$ cat config.mk
export PLATFORM = sky130hd
export DESIGN_NAME = pipelined_carry_select_adder
export DESIGN_NICKNAME = d
export VERILOG_FILES = /design/src/rtl/pipelined_carry_select_adder.sv
export SDC_FILE = /design/constraint.sdc
export NUM_CORES = 1
export LEC_CHECK = 0
export CAP_MARGIN = 20
export CORE_UTILIZATION = 35
export CTS_CLUSTER_SIZE = 40
export DETAILED_ROUTE_END_ITERATION = 7
export PLACE_DENSITY = 0.55
export SYNTH_ARGS = -nofsm -noshare
export SYNTH_HDL_FRONTEND = slang
export SYNTH_SLANG_ARGS = --single-unit
$ cat constraint.sdc
create_clock -name clk -period 3.15 [get_ports clk]
set_input_delay 0.4725 -clock clk [delete_from_list [all_inputs] [get_ports clk]]
set_output_delay 0.4725 -clock clk [all_outputs]
set_load 0.01 [all_outputs]
$ cat src/rtl/pipelined_carry_select_adder.sv
// Pipelined carry-select adder: one BLOCK-bit segment resolved per register stage, valid/ready handshake.
// Optional build macro CSA_SATURATE_EN clamps the sum to the signed range on overflow.
module pipelined_carry_select_adder #(
    parameter int WIDTH = 32,
    parameter int BLOCK = 8
) (
    input  logic             clk,
    input  logic             rst_n,
    input  logic             in_valid,
    output logic             in_ready,
    input  logic [WIDTH-1:0] a,
    input  logic [WIDTH-1:0] b,
    input  logic             cin,
    output logic             out_valid,
    input  logic             out_ready,
    output logic [WIDTH-1:0] sum,
    output logic             cout,
    output logic             of
);

    localparam int NSEG = WIDTH / BLOCK;

    if (((WIDTH % BLOCK) != 0) || (BLOCK < 2)) begin : g_bad_cfg
        $error("pipelined_carry_select_adder: WIDTH must be a multiple of BLOCK and BLOCK >= 2");
    end

    // The whole pipe moves as one; a full output register with no consumer freezes every stage.
    logic advance;
    assign advance  = !out_valid || out_ready;
    assign in_ready = advance;

    for (genvar k = 0; k < NSEG; k++) begin : g_stage
        localparam int BW_IN = WIDTH - k * BLOCK;

        // acc carries resolved sum bits below segment k and still-unresolved a bits above it.
        logic [WIDTH-1:0] acc_in;
        logic [WIDTH-1:0] acc_d;
        logic [WIDTH-1:0] acc_q;
        logic [BW_IN-1:0] b_in;
        logic             c_in;
        logic             v_in;
        logic [BLOCK:0]   sum_c0;
        logic [BLOCK:0]   sum_c1;
        logic [BLOCK:0]   seg_sum;
        logic             valid_q;
        logic             carry_q;

        if (k == 0) begin : g_head
            assign acc_in = a;
            assign b_in   = b;
            assign c_in   = cin;
            assign v_in   = in_valid;
        end else begin : g_link
            assign acc_in = g_stage[k-1].acc_q;
            assign b_in   = g_stage[k-1].g_fwd.b_hi_q;
            assign c_in   = g_stage[k-1].carry_q;
            assign v_in   = g_stage[k-1].valid_q;
        end

        assign sum_c0  = {1'b0, acc_in[k*BLOCK +: BLOCK]} + {1'b0, b_in[BLOCK-1:0]};
        assign sum_c1  = sum_c0 + {{BLOCK{1'b0}}, 1'b1};
        assign seg_sum = c_in ? sum_c1 : sum_c0;

        always_comb begin
            acc_d                     = acc_in;
            acc_d[k*BLOCK +: BLOCK]   = seg_sum[BLOCK-1:0];
        end

        // NOTE: the datapath registers are reset too, so sum/cout/of read 0 the moment rst_n falls.
        always_ff @(posedge clk or negedge rst_n) begin
            if (!rst_n) begin
                valid_q <= 1'b0;
                acc_q   <= '0;
                carry_q <= 1'b0;
            end else if (advance) begin
                valid_q <= v_in;
                acc_q   <= acc_d;
                carry_q <= seg_sum[BLOCK];
            end
        end

        if (k < NSEG - 1) begin : g_fwd
            logic [BW_IN-BLOCK-1:0] b_hi_q;

            always_ff @(posedge clk or negedge rst_n) begin
                if (!rst_n) begin
                    b_hi_q <= '0;
                end else if (advance) begin
                    b_hi_q <= b_in[BW_IN-1:BLOCK];
                end
            end
        end

        if (k == NSEG - 1) begin : g_tail
            logic of_q;

            // Overflow: operands agree in sign but the raw sum does not.
            always_ff @(posedge clk or negedge rst_n) begin
                if (!rst_n) begin
                    of_q <= 1'b0;
                end else if (advance) begin
                    of_q <= (acc_in[WIDTH-1] == b_in[BW_IN-1]) &&
                            (seg_sum[BLOCK-1] != acc_in[WIDTH-1]);
                end
            end
        end
    end

    logic [WIDTH-1:0] raw_sum;

    assign out_valid = g_stage[NSEG-1].valid_q;
    assign raw_sum   = g_stage[NSEG-1].acc_q;
    assign cout      = g_stage[NSEG-1].carry_q;
    assign of        = g_stage[NSEG-1].g_tail.of_q;

`ifdef CSA_SATURATE_EN
    // On overflow the raw MSB is the opposite of the operand sign, which picks the clamp direction.
    always_comb begin
        sum = raw_sum;
        if (of) begin
            sum = raw_sum[WIDTH-1] ? {1'b0, {(WIDTH-1){1'b1}}} : {1'b1, {(WIDTH-1){1'b0}}};
        end
    end
`else
    assign sum = raw_sum;
`endif

endmodule

==> metrics <==
crit share post-route=83.92%; total routed wirelength=17,800 um; DIE WIDTH=161.1 um; vias in the first global route=about 6,200; Max VDD drop=approximately 0.00035 V; unique cell type count in the Yosys netlist=60; GRT Util Overall=14.73%; layout cells sized above 1=5.520%; GRT Residual Overflow=0; synth top area cells=dfrtp_1 52%, nand2_1 20%, ha_1 5.1%; R2R cell count=9; fin. max-slew vios=0; status=complete, no violations; vias=around 6,400; PostCTS Resize Cnt=0; Setup crit start kind=register; CTS sink count=roughly 190; Netlist Area Pre-Place=a little under 9000 um2; Max Freq=378.3 MHz; DRC Markers=0; via-per-instance ratio=4.505; input/output buffers=approximately 100; clock latency at the later pin of the worst-skew pair=0.44 ns; LEAKAGE=~0.0052 uW; Yosys reg bits=185; TritonCTS Buffers=17; ys async rst share=between 90% and 100%; Post-synth EDFFs=0; synth warn=0; CP max-delay cell=fa_1; R2R Path Start=g_stage[2].acc_q[24]; area share of the largest cell type after synthesis=52.28%; Worst Path Required=3.44 ns; Buf+Inv Stages, Crit Path=0; ANT nets after route=0; endpoints failing setup=0; CTS tree=done; synthesized net count=1,114; post-synthesis cell count=1,005; crit path capture type=register; cell family with most CP delay=adder cells; max cap viols=0; slowest stage delay, CP=0.47 ns; initial antenna violation count=1; Max Root-Sink Buffers=2; synthesis-to-layout area growth=22.61%; full die area=25,940 um2; num rows=57; Final Power=around 11,000 uW; unrepaired setup endpoints after global routing=false; final hold vios=0; Post-synth top cells=474 x nand2_1, 185 x dfrtp_1, 38 x xnor2_1; H-tree depth=4; postcts setup bufs=0; critical path fanouts, max=4; Reg2Reg Setup Slack=0.51 ns; first-pass GRT wire length=31,080 um; Top Ports=105; pwr/cell area=1018 nW/um2; slew of the pin with the lowest slew margin=0.8358 ns; DRT iter0 DRCs=307; top_reg_cell synth=dfrtp_1; hpwl dp=12,110 um; count leader, synth=nand2_1; drt wl/cell=12.45 um; Pre-antenna DRT Iters=4; Clock transition at path regs=roughly 0.070 ns; post-synth top area cell=dfrtp_1; CP Cell Sequence=ha_1 -> fa_1 -> a211oi_2 -> nor3_1 -> or3b_1 -> nand4_1 -> xor2_1 -> xor2_1 -> o31ai_1; CP most frequent cell=xor2_1; Placer Congestion=0.8026; Min-Delay Path Class=in2async; root buffer cell=clkbuf_16; initial core utilization=a little over a third; Critical Path AT=2.93 ns; Hold-fix buffers, CTS=0; setup TNS=0 ns; Avg Synthesized Cell Area=8.811 um2; Worst Setup Path Type=reg2reg; pin count of the biggest net entering global routing=190; Seq/Total Area, Yosys=a little over half; relative slew slack=44.28%; Chip Height=161.1 um; min Tclk post-route=~2.6 ns; clock skew=0.01222 ns; Core ar.=24,530 um2; nets=around 1,200; RR Endpoint=of; crit path from=g_stage[2].acc_q[24]
[per-stage QoR]
| step | hold WS (ns) | worst slack, ns | cell area (um2) | cells | utilization, % |
|---|---|---|---|---|---|
| after global placement | 0.4459 | 0.1637 | 10250 | 1397 | 41.77 |
| after floorplan | 0.1769 | 0.7526 | 8855 | 1005 | - |
| after global routing | 0.1393 | 0.2644 | 10860 | 1430 | 44.25 |
| final | 0.08815 | 0.5064 | 10860 | 1430 | 44.25 |
| after detailed placement | 0.4531 | 0.1127 | 10250 | 1397 | 41.77 |
| after CTS | 0.1191 | 0.4901 | 10850 | 1429 | 44.24 |
[kinds of logic (layout without fill, tap and decap cells)]
| group | Yosys count | after routing | synth area share [%] |
|---|---|---|---|
| simple gates | 564 | 564 | 26.23 |
| xor+xnor | 50 | 50 | 4.946 |
| buf+inv | 61 | 161 | 2.656 |
| compound gates | 102 | 102 | 7.489 |
| other cells | 0 | 1 | 0 |
| flops | 185 | 185 | 52.28 |
| mux | 3 | 3 | 0.4097 |
| fa+ha+maj | 40 | 40 | 5.991 |
[routing by layer]
layer / up-vias / share of wire [%] / track usage (%)
met5: - / 0 / 0
met4: 0 / 1.4 / 4.460
met3: 16 / 2.3 / 2.517
met2: 74 / 41 / 20.81
met1: 2921 / 56 / 22.75
li1: 3431 / - / -
[state kept, by name, indices dropped and copies added (netlist names)]
| register | cells |
|---|---|
| g_stage.acc_q | 96 |
| g_stage.g_fwd.b_hi_q | 48 |
| sum | 32 |
| g_stage.carry_q | 3 |
| g_stage.valid_q | 3 |
| cout | 1 |
| of | 1 |
| out_valid | 1 |
[cells in the final DEF, fill, tap and decap left out, types with 3 or more instances in the layout]
cell type / n
a211oi_1: 6
a21o_1: 5
a21oi_1: 26
buf_12: 4
clkbuf_16: 17
clkdlybuf4s50_1: 103
clkinv_4: 3
clkinv_8: 3
dfrtp_1: 185
fa_1: 4
ha_1: 36
inv_1: 18
inv_6: 4
inv_8: 4
nand2_1: 474
nand2b_1: 7
nand3_1: 4
nand4_1: 3
nand4b_1: 4
nor2_1: 32
nor3_1: 10
nor4b_2: 3
o211ai_1: 4
o21a_1: 6
o21ai_0: 33
o21ai_1: 3
o221ai_1: 3
or2_2: 5
or3_1: 3
xnor2_1: 38
xor2_1: 12
[final cells by class]
cell class | instances | area [um2]
clock buffer | 18 | 429.2
multi-input combinational | 759 | 3998
timing repair buffer | 110 | 1140
inverter | 19 | 76.32
sequential | 185 | 4629
antenna | 1 | 2.502
clock inverter | 14 | 176.4
fill | 2531 | 13680
tap | 324 | 405.4
[power by group]
part           internal (uW)  switching, uW
sequential              3410            595
clock                   1140           1030
combinational           2210           2660
[how the worst max path moves through the flow]
stage | cells past startpoint | end | slack (ns)
final | 9 | of | 0.51
after global routing | 11 | g_stage[0].carry_q | 0.26
after CTS | 9 | of | 0.49
after detailed placement | 11 | g_stage[0].carry_q | 0.11
after global placement | 11 | g_stage[0].carry_q | 0.16
after floorplan | 9 | of | 0.75
(Power assumes the default switching activity.)
